<file path="src/rtl/vga_frame_rx_pkg.sv">
// rtl/vga_frame_rx_pkg.sv - 640x480@60 timing constants, receiver FSM states, signature step
package vga_frame_rx_pkg;

    localparam int VGA_H_ACTIVE = 640;
    localparam int VGA_H_FP     = 16;
    localparam int VGA_H_SYNC   = 96;
    localparam int VGA_H_BP     = 48;
    localparam int VGA_H_TOTAL  = VGA_H_ACTIVE + VGA_H_FP + VGA_H_SYNC + VGA_H_BP;
    localparam int VGA_H_OFS    = VGA_H_SYNC + VGA_H_BP;

    localparam int VGA_V_ACTIVE = 480;
    localparam int VGA_V_FP     = 10;
    localparam int VGA_V_SYNC   = 2;
    localparam int VGA_V_BP     = 33;
    localparam int VGA_V_TOTAL  = VGA_V_ACTIVE + VGA_V_FP + VGA_V_SYNC + VGA_V_BP;
    localparam int VGA_V_OFS    = VGA_V_SYNC + VGA_V_BP;

    typedef enum logic [1:0] {
        ST_SEARCH = 2'd0,
        ST_ALIGN  = 2'd1,
        ST_LOCKED = 2'd2
    } rx_state_e;

    // Rotate-left-by-one then fold the 12-bit pixel into the low bits.
    function automatic logic [15:0] sig_step(input logic [15:0] sum, input logic [11:0] pix);
        return {sum[14:0], sum[15]} ^ {4'h0, pix};
    endfunction

endpackage

</file>
<file path="src/rtl/vga_sync_edge.sv">
// rtl/vga_sync_edge.sv - pix_en sampler with previous-sample sync registers and fall pulses
module vga_sync_edge
    import vga_frame_rx_pkg::*;
(
    input  logic        clk,
    input  logic        clrn,
    input  logic        pix_en,
    input  logic        hs,
    input  logic        vs,
    input  logic        rdn,
    input  logic [3:0]  r,
    input  logic [3:0]  g,
    input  logic [3:0]  b,
    output logic        smp,
    output logic        hs_fall,
    output logic        vs_fall,
    output logic        rdn_s,
    output logic [11:0] pix_s
);

    logic hs_q;
    logic vs_q;

    // Previous sample idles high so a low sync right after reset reads as a fall.
    always_ff @(posedge clk or negedge clrn) begin
        if (!clrn) begin
            hs_q <= 1'b1;
            vs_q <= 1'b1;
        end else if (pix_en) begin
            hs_q <= hs;
            vs_q <= vs;
        end
    end

    assign smp     = pix_en;
    assign hs_fall = pix_en & hs_q & ~hs;
    assign vs_fall = pix_en & vs_q & ~vs;
    assign rdn_s   = rdn;
    assign pix_s   = {r, g, b};

endmodule

</file>
<file path="src/rtl/vga_frame_rx.sv">
// rtl/vga_frame_rx.sv - VGA stream receiver: position recovery, timing lock, error flags, frame signature
module vga_frame_rx
    import vga_frame_rx_pkg::*;
#(
    parameter int H_TOTAL  = VGA_H_TOTAL,
    parameter int V_TOTAL  = VGA_V_TOTAL,
    parameter int H_OFS    = VGA_H_OFS,
    parameter int V_OFS    = VGA_V_OFS,
    parameter int H_ACTIVE = VGA_H_ACTIVE,
    parameter int V_ACTIVE = VGA_V_ACTIVE
) (
    input  logic        clk,
    input  logic        clrn,
    input  logic        pix_en,
    input  logic        hs,
    input  logic        vs,
    input  logic        rdn,
    input  logic [3:0]  r,
    input  logic [3:0]  g,
    input  logic [3:0]  b,
    output logic        pix_valid,
    output logic [8:0]  row,
    output logic [9:0]  col,
    output logic [11:0] pixel,
    output logic        locked,
    output logic        frame_done,
    output logic [15:0] frame_sum,
    output logic [7:0]  frame_cnt,
    output logic [10:0] h_total_meas,
    output logic [10:0] v_total_meas,
    output logic        err_h,
    output logic        err_v,
    output logic        err_active
);

    localparam logic [11:0] H_TOT_L = 12'(H_TOTAL);
    localparam logic [11:0] V_TOT_L = 12'(V_TOTAL);
    localparam logic [10:0] H_LO    = 11'(H_OFS);
    localparam logic [10:0] H_HI    = 11'(H_OFS + H_ACTIVE);
    localparam logic [10:0] V_LO    = 11'(V_OFS);
    localparam logic [10:0] V_HI    = 11'(V_OFS + V_ACTIVE);
    localparam logic [10:0] CNT_MAX = 11'h7FF;

    rx_state_e   state;
    rx_state_e   state_n;

    logic        smp;
    logic        hs_fall;
    logic        vs_fall;
    logic        rdn_s;
    logic [11:0] pix_s;

    logic [10:0] hcnt;
    logic [10:0] vcnt;
    logic [10:0] hcnt_n;
    logic [10:0] vcnt_n;
    logic [11:0] h_len;
    logic [11:0] v_len;
    logic        hs_seen;
    logic        line_bad;
    logic        line_bad_n;
    logic [15:0] sum;
    logic [15:0] sum_n;

    logic        h_mis;
    logic        v_mis;
    logic        in_win;
    logic        capture;
    logic        frame_ok;
    logic        set_err_h;
    logic        set_err_v;
    logic        set_err_active;

    vga_sync_edge u_sync_edge (
        .clk     (clk),
        .clrn    (clrn),
        .pix_en  (pix_en),
        .hs      (hs),
        .vs      (vs),
        .rdn     (rdn),
        .r       (r),
        .g       (g),
        .b       (b),
        .smp     (smp),
        .hs_fall (hs_fall),
        .vs_fall (vs_fall),
        .rdn_s   (rdn_s),
        .pix_s   (pix_s)
    );

    // Counter values that apply to the current sample; vs is handled before hs.
    always_comb begin
        hcnt_n     = hcnt;
        vcnt_n     = vcnt;
        h_len      = {1'b0, hcnt} + 12'd1;
        v_len      = {1'b0, vcnt} + 12'd1;
        if (hs_fall) begin
            hcnt_n = 11'd0;
        end else if (hcnt != CNT_MAX) begin
            hcnt_n = hcnt + 11'd1;
        end
        if (vs_fall) begin
            vcnt_n = 11'd0;
        end else if (hs_fall && (vcnt != CNT_MAX)) begin
            vcnt_n = vcnt + 11'd1;
        end
        h_mis      = hs_fall & hs_seen & (h_len != H_TOT_L);
        v_mis      = vs_fall & (v_len != V_TOT_L);
        in_win     = (hcnt_n >= H_LO) && (hcnt_n < H_HI) &&
                     (vcnt_n >= V_LO) && (vcnt_n < V_HI);
        capture    = smp & ~rdn_s & (state != ST_SEARCH);
        line_bad_n = vs_fall ? 1'b0 : (line_bad | h_mis);
        sum_n      = vs_fall ? 16'h0000 : sum;
        if (capture) begin
            sum_n = sig_step(sum_n, pix_s);
        end
    end

    always_ff @(posedge clk or negedge clrn) begin
        if (!clrn) begin
            state <= ST_SEARCH;
        end else begin
            state <= state_n;
        end
    end

    // The vs fall that closes a frame also carries the hs fall measuring its last line.
    always_comb begin
        state_n        = state;
        frame_ok       = 1'b0;
        set_err_h      = 1'b0;
        set_err_v      = 1'b0;
        set_err_active = 1'b0;
        if (smp) begin
            case (state)
                ST_SEARCH: begin
                    if (vs_fall) begin
                        state_n = ST_ALIGN;
                    end
                end
                ST_ALIGN: begin
                    if (vs_fall && !v_mis && !h_mis && !line_bad) begin
                        state_n = ST_LOCKED;
                    end
                end
                ST_LOCKED: begin
                    set_err_h      = h_mis;
                    set_err_v      = v_mis;
                    set_err_active = (rdn_s == in_win);
                    if (h_mis || v_mis) begin
                        state_n = ST_ALIGN;
                    end else if (vs_fall) begin
                        frame_ok = 1'b1;
                    end
                end
                default: begin
                    state_n = ST_SEARCH;
                end
            endcase
        end
    end

    assign locked = (state == ST_LOCKED);

    always_ff @(posedge clk or negedge clrn) begin
        if (!clrn) begin
            hcnt         <= 11'd0;
            vcnt         <= 11'd0;
            hs_seen      <= 1'b0;
            line_bad     <= 1'b0;
            sum          <= 16'h0000;
            pix_valid    <= 1'b0;
            row          <= 9'd0;
            col          <= 10'd0;
            pixel        <= 12'h000;
            frame_done   <= 1'b0;
            frame_sum    <= 16'h0000;
            frame_cnt    <= 8'd0;
            h_total_meas <= 11'd0;
            v_total_meas <= 11'd0;
            err_h        <= 1'b0;
            err_v        <= 1'b0;
            err_active   <= 1'b0;
        end else begin
            pix_valid  <= 1'b0;
            frame_done <= 1'b0;
            if (smp) begin
                hcnt     <= hcnt_n;
                vcnt     <= vcnt_n;
                line_bad <= line_bad_n;
                sum      <= sum_n;
                if (hs_fall) begin
                    hs_seen <= 1'b1;
                    if (hs_seen) begin
                        h_total_meas <= h_len[10:0];
                    end
                end
                if (vs_fall) begin
                    v_total_meas <= v_len[10:0];
                end
                if (capture) begin
                    pix_valid <= 1'b1;
                    row       <= 9'(vcnt_n - V_LO);
                    col       <= 10'(hcnt_n - H_LO);
                    pixel     <= pix_s;
                end
                if (frame_ok) begin
                    frame_done <= 1'b1;
                    frame_sum  <= sum;
                    frame_cnt  <= frame_cnt + 8'd1;
                end
                if (set_err_h) begin
                    err_h <= 1'b1;
                end
                if (set_err_v) begin
                    err_v <= 1'b1;
                end
                if (set_err_active) begin
                    err_active <= 1'b1;
                end
            end
        end
    end

endmodule

</file>
<file path="config.mk">
export PLATFORM = sky130hd
export DESIGN_NAME = vga_frame_rx
export DESIGN_NICKNAME = d
export VERILOG_FILES = /design/src/rtl/vga_frame_rx_pkg.sv /design/src/rtl/vga_sync_edge.sv /design/src/rtl/vga_frame_rx.sv
export SDC_FILE = /design/constraint.sdc
export NUM_CORES = 1
export LEC_CHECK = 0
export ABC_AREA = 1
export CAP_MARGIN = 5
export CORE_MARGIN = 1.5
export CORE_UTILIZATION = 40
export CTS_CLUSTER_DIAMETER = 60
export DETAILED_ROUTE_END_ITERATION = 8
export PLACE_DENSITY_LB_ADDON = 0.25
export SLEW_MARGIN = 15
export SYNTH_ARGS = -nofsm -noshare
export SYNTH_HDL_FRONTEND = slang
export SYNTH_SLANG_ARGS = --single-unit
</file>
<file path="constraint.sdc">
create_clock -name clk -period 2.16 [get_ports clk]
set_clock_uncertainty 0.1 [all_clocks]
set_input_delay 0.54 -clock clk [delete_from_list [all_inputs] [get_ports clk]]
set_output_delay 0.54 -clock clk [all_outputs]
set_load 0.02 [all_outputs]
</file>
==> results.sh <==
export IMPL_num_fill_cells=1309
export IMPL_syn_inst=766
export IMPL_drcViolationCount=0
export IMPL_io_buffers=100
export IMPL_power_density_mw_per_mm2=1070
export IMPL_power_leakage_nw=4.65
export IMPL_core_area_mm2=0.0152
export IMPL_postRouteAntennaNets=0
export IMPL_ys_seq_area_share_pct=50.8
export IMPL_numCtsBuffers=17
export IMPL_grt_pass1_wl_um=27300
export IMPL_final_cell_mix="nand2_1, buf_4, dfrtp_1, clkdlybuf4s50_1, inv_1"
export IMPL_clkTransAtPathRegs_ns=0.06
export IMPL_placed_area_mm2=0.00840
export IMPL_cap_violations=0
export IMPL_dp_slack_ns=-0.597
export IMPL_synth_area_mm2=0.00621
export IMPL_min_period_ns=2.39
export IMPL_rows=45
export IMPL_max_freq_mhz=418
export IMPL_die_area_mm2=0.0163
export IMPL_cp_start_kind="register"
export IMPL_synth_top_cell_area_share_pct=49.9
export IMPL_die_w_um=128
export IMPL_hold_viol_final=0
export IMPL_post_route_period_util_pct=111
export IMPL_detail_route_wl_per_cell_um=13.8
export IMPL_ios=101
export IMPL_crit_slowest_cell="dfrtp_1"
export IMPL_gp_congestion=0.903
export IMPL_whs_ns=0.351
export IMPL_start_util_pct=40.9
export IMPL_synth_xor_area_share_pct=3.38
export IMPL_antenna_found_initial=0
export IMPL_slew_headroom_pct=74.5
export IMPL_area_delta_synth_final_pct=52.5
export IMPL_synth_top_cells_by_area="dfrtp_1, nand2_1, o21ai_0, inv_1, nor2_1"
export IMPL_synthMuxAreaShare_pct=0.181
export IMPL_finalWirelength_um=16700
export IMPL_diodes=0
export IMPL_yosysTopAreaCell="dfrtp_1"
export IMPL_drv_slew=0
export IMPL_whs_path_depth=2
export IMPL_syn_avg_cell_area_um2=8.11
export IMPL_grt_usage_pct=21.5
export IMPL_htree_levels=4
export IMPL_vias=5796
export IMPL_worst_slack_ns=-0.234
export IMPL_first_pass_iters=5
export IMPL_grt_pass1_vias=5619
export IMPL_cts_sinks=126
export IMPL_cts_buffer_depth=2
export IMPL_globalRoute_totalOverflow=0
export IMPL_die_h_um=128
export IMPL_synth_top_family_by_area="simple AND/OR/NAND/NOR gates"
export IMPL_fin_area_mm2=0.00948
export IMPL_peakVddDrop_mv=0.736
export IMPL_r2r_slack_ns=-0.23
export IMPL_setup_viol=35
export IMPL_startpoint="vcnt[0]$_DFFE_PN0P_"
export IMPL_status="finished with violations"
export IMPL_endpoint_kind="register"
export IMPL_arrival_ns=2.62
export IMPL_timing_critical_path_mode_cell="nand2_1"
export IMPL_multi_input_area_mm2=0.00295
export IMPL_place_inst=1153
export IMPL_path_class="reg -> reg"
export IMPL_stdcell_count=1208
export IMPL_cts_root_buf="clkbuf_16"
export IMPL_ys_warn_count=0
export IMPL_r2r_start="vcnt[0]$_DFFE_PN0P_"
export IMPL_drt_iter0_markers=380
export IMPL_crit_end="err_active$_DFFE_PN0P_"
export IMPL_synth_seq_cells=126
export IMPL_post_dp_hpwl_um=11800
export IMPL_vias_per_cell=4.80
export IMPL_cts_tree="done"
export IMPL_synth_adder_area_share_pct=1.41
export IMPL_clock_latency_ns=0.43
export IMPL_tightestPinTransition_ns=0.383
export IMPL_r2r_cells=17
export IMPL_violations="negative setup slack"
export IMPL_synth_simple_area_share_pct=25.8
export IMPL_reg2reg_to="err_active$_DFFE_PN0P_"
export IMPL_ys_types=37
export IMPL_path_cells="ha_4 > nand2_4 > nor2_4 > nand3_4 > nand2_4 > inv_2 > buf_4 > nand2_1 > nand3_1 > nand3_1 > inv_1 > a21oi_1 > nand2_1 > nand3_1 > nand2_1 > nand3_2 > nand2_1"
export IMPL_grt_max_degree=54
export IMPL_hold_path_class="reg -> reg"
export IMPL_layout_drive_gt1_share_pct=29.3
export IMPL_max_stage_delay_ns=0.42
export IMPL_rsz0062_at_grt="yes"
export IMPL_path_max_fanout=5
export IMPL_layout_cells_most_common="nand2_1"
export IMPL_crit_required_ns=2.39
export IMPL_synth_compound_area_share_pct=10.9
export IMPL_ff_latch_area_mm2=0.00316
export IMPL_nNetsFinal=1032
export IMPL_syn_nets=791
[timing repair]
item	4_1_cts	5_1_grt
endpoints found under the setup margin	40	44
pin swaps	17	35
hold buffers	1	0
resized for setup	33	69
buffers inserted	9	15
endpoints found under the hold margin	24	0
[layout make-up]
class | count | area share, %
clock buffer | 19 | 4.67
clock inverter | 13 | 1.21
inverter | 94 | 3.82
sequential | 126 | 33.3
tap | 188 | 2.48
timing repair buffer | 245 | 23.4
multi-input combinational | 523 | 31.2
[where the power goes]
part | internal (mW) | switching [mW]
Clock | 1.61 | 1.11
Sequential | 3.01 | 0.380
Combinational | 1.86 | 2.15
Total | 6.48 | 3.64
[how the worst min path moves through the flow]
stage	start	endpoint
finish	hs_seen$_DFFE_PN0P_	hs_seen$_DFFE_PN0P_
global route	hs_seen$_DFFE_PN0P_	hs_seen$_DFFE_PN0P_
CTS	hs_seen$_DFFE_PN0P_	hs_seen$_DFFE_PN0P_
detailed placement	hs_seen$_DFFE_PN0P_	hs_seen$_DFFE_PN0P_
global placement	hs_seen$_DFFE_PN0P_	hs_seen$_DFFE_PN0P_
floorplan	clrn	col[0]$_DFFE_PN0P_
[logic make-up after synthesis]
group	Yosys count
AOI/OAI and AO/OA	112
xor gates and xnor gates	24
adders and majority gates	7
buffers and inverters	117
DFF	126
muxes	1
and+or+nand+nor	379
[Yosys cell counts (all sizes together)]
cell type,instances
nand2,246
dfrtp,124
inv,93
o21ai,85
nor2,70
nand3,44
xor2,22
clkbuf,16
o21a,10
a21oi,9
nand4,9
buf,7
ha,7
nor3,4
a31oi,3
o21bai,3
and2,2
dfstp,2
nand3b,2
o31ai,2
xnor2,2
clkinv,1
mux2,1
nor3b,1
or2,1
[stage by stage]
step | util, % | TNS (ns) | power (mW)
detailed placement | 55.3 | -27.37 | 7.10
finish | 62.3 | -4.55 | 10.1
global route | 62.3 | -10.14 | 10.7
global placement | 55.3 | -25.86 | 7.05
CTS | 60.2 | -3.02 | 10.0
floorplan | - | -1.57 | 5.24
[worst max-delay path, delay by kind of cell (launching register included)]
kind | cells | cell delay (ns)
adders and majority gates | 1 | 0.17
buffers and inverters | 3 | 0.25
DFF | 1 | 0.42
and+or+nand+nor | 12 | 1.19
AOI/OAI and AO/OA | 1 | 0.12
[layer usage]
| layer | vias up | global-route usage [%] | part of all wire, % |
|---|---|---|---|
| li1 | 2902 | - | - |
| met1 | 2736 | 27.2 | 44 |
| met2 | 128 | 35.4 | 50 |
| met3 | 30 | 5.11 | 4.0 |
| met4 | 0 | 8.79 | 2.4 |
| met5 | - | 0 | 0 |
[flip-flops by register name, summed over array words and instances (netlist names), 2 cells and up]
register,flops
frame_cnt,8
row,9
v_total_meas,11
frame_sum,16
hcnt,11
sum,16
state,2
h_total_meas,11
col,10
vcnt,11
pixel,12
Note: power is estimated with default switching activity, not from simulation.
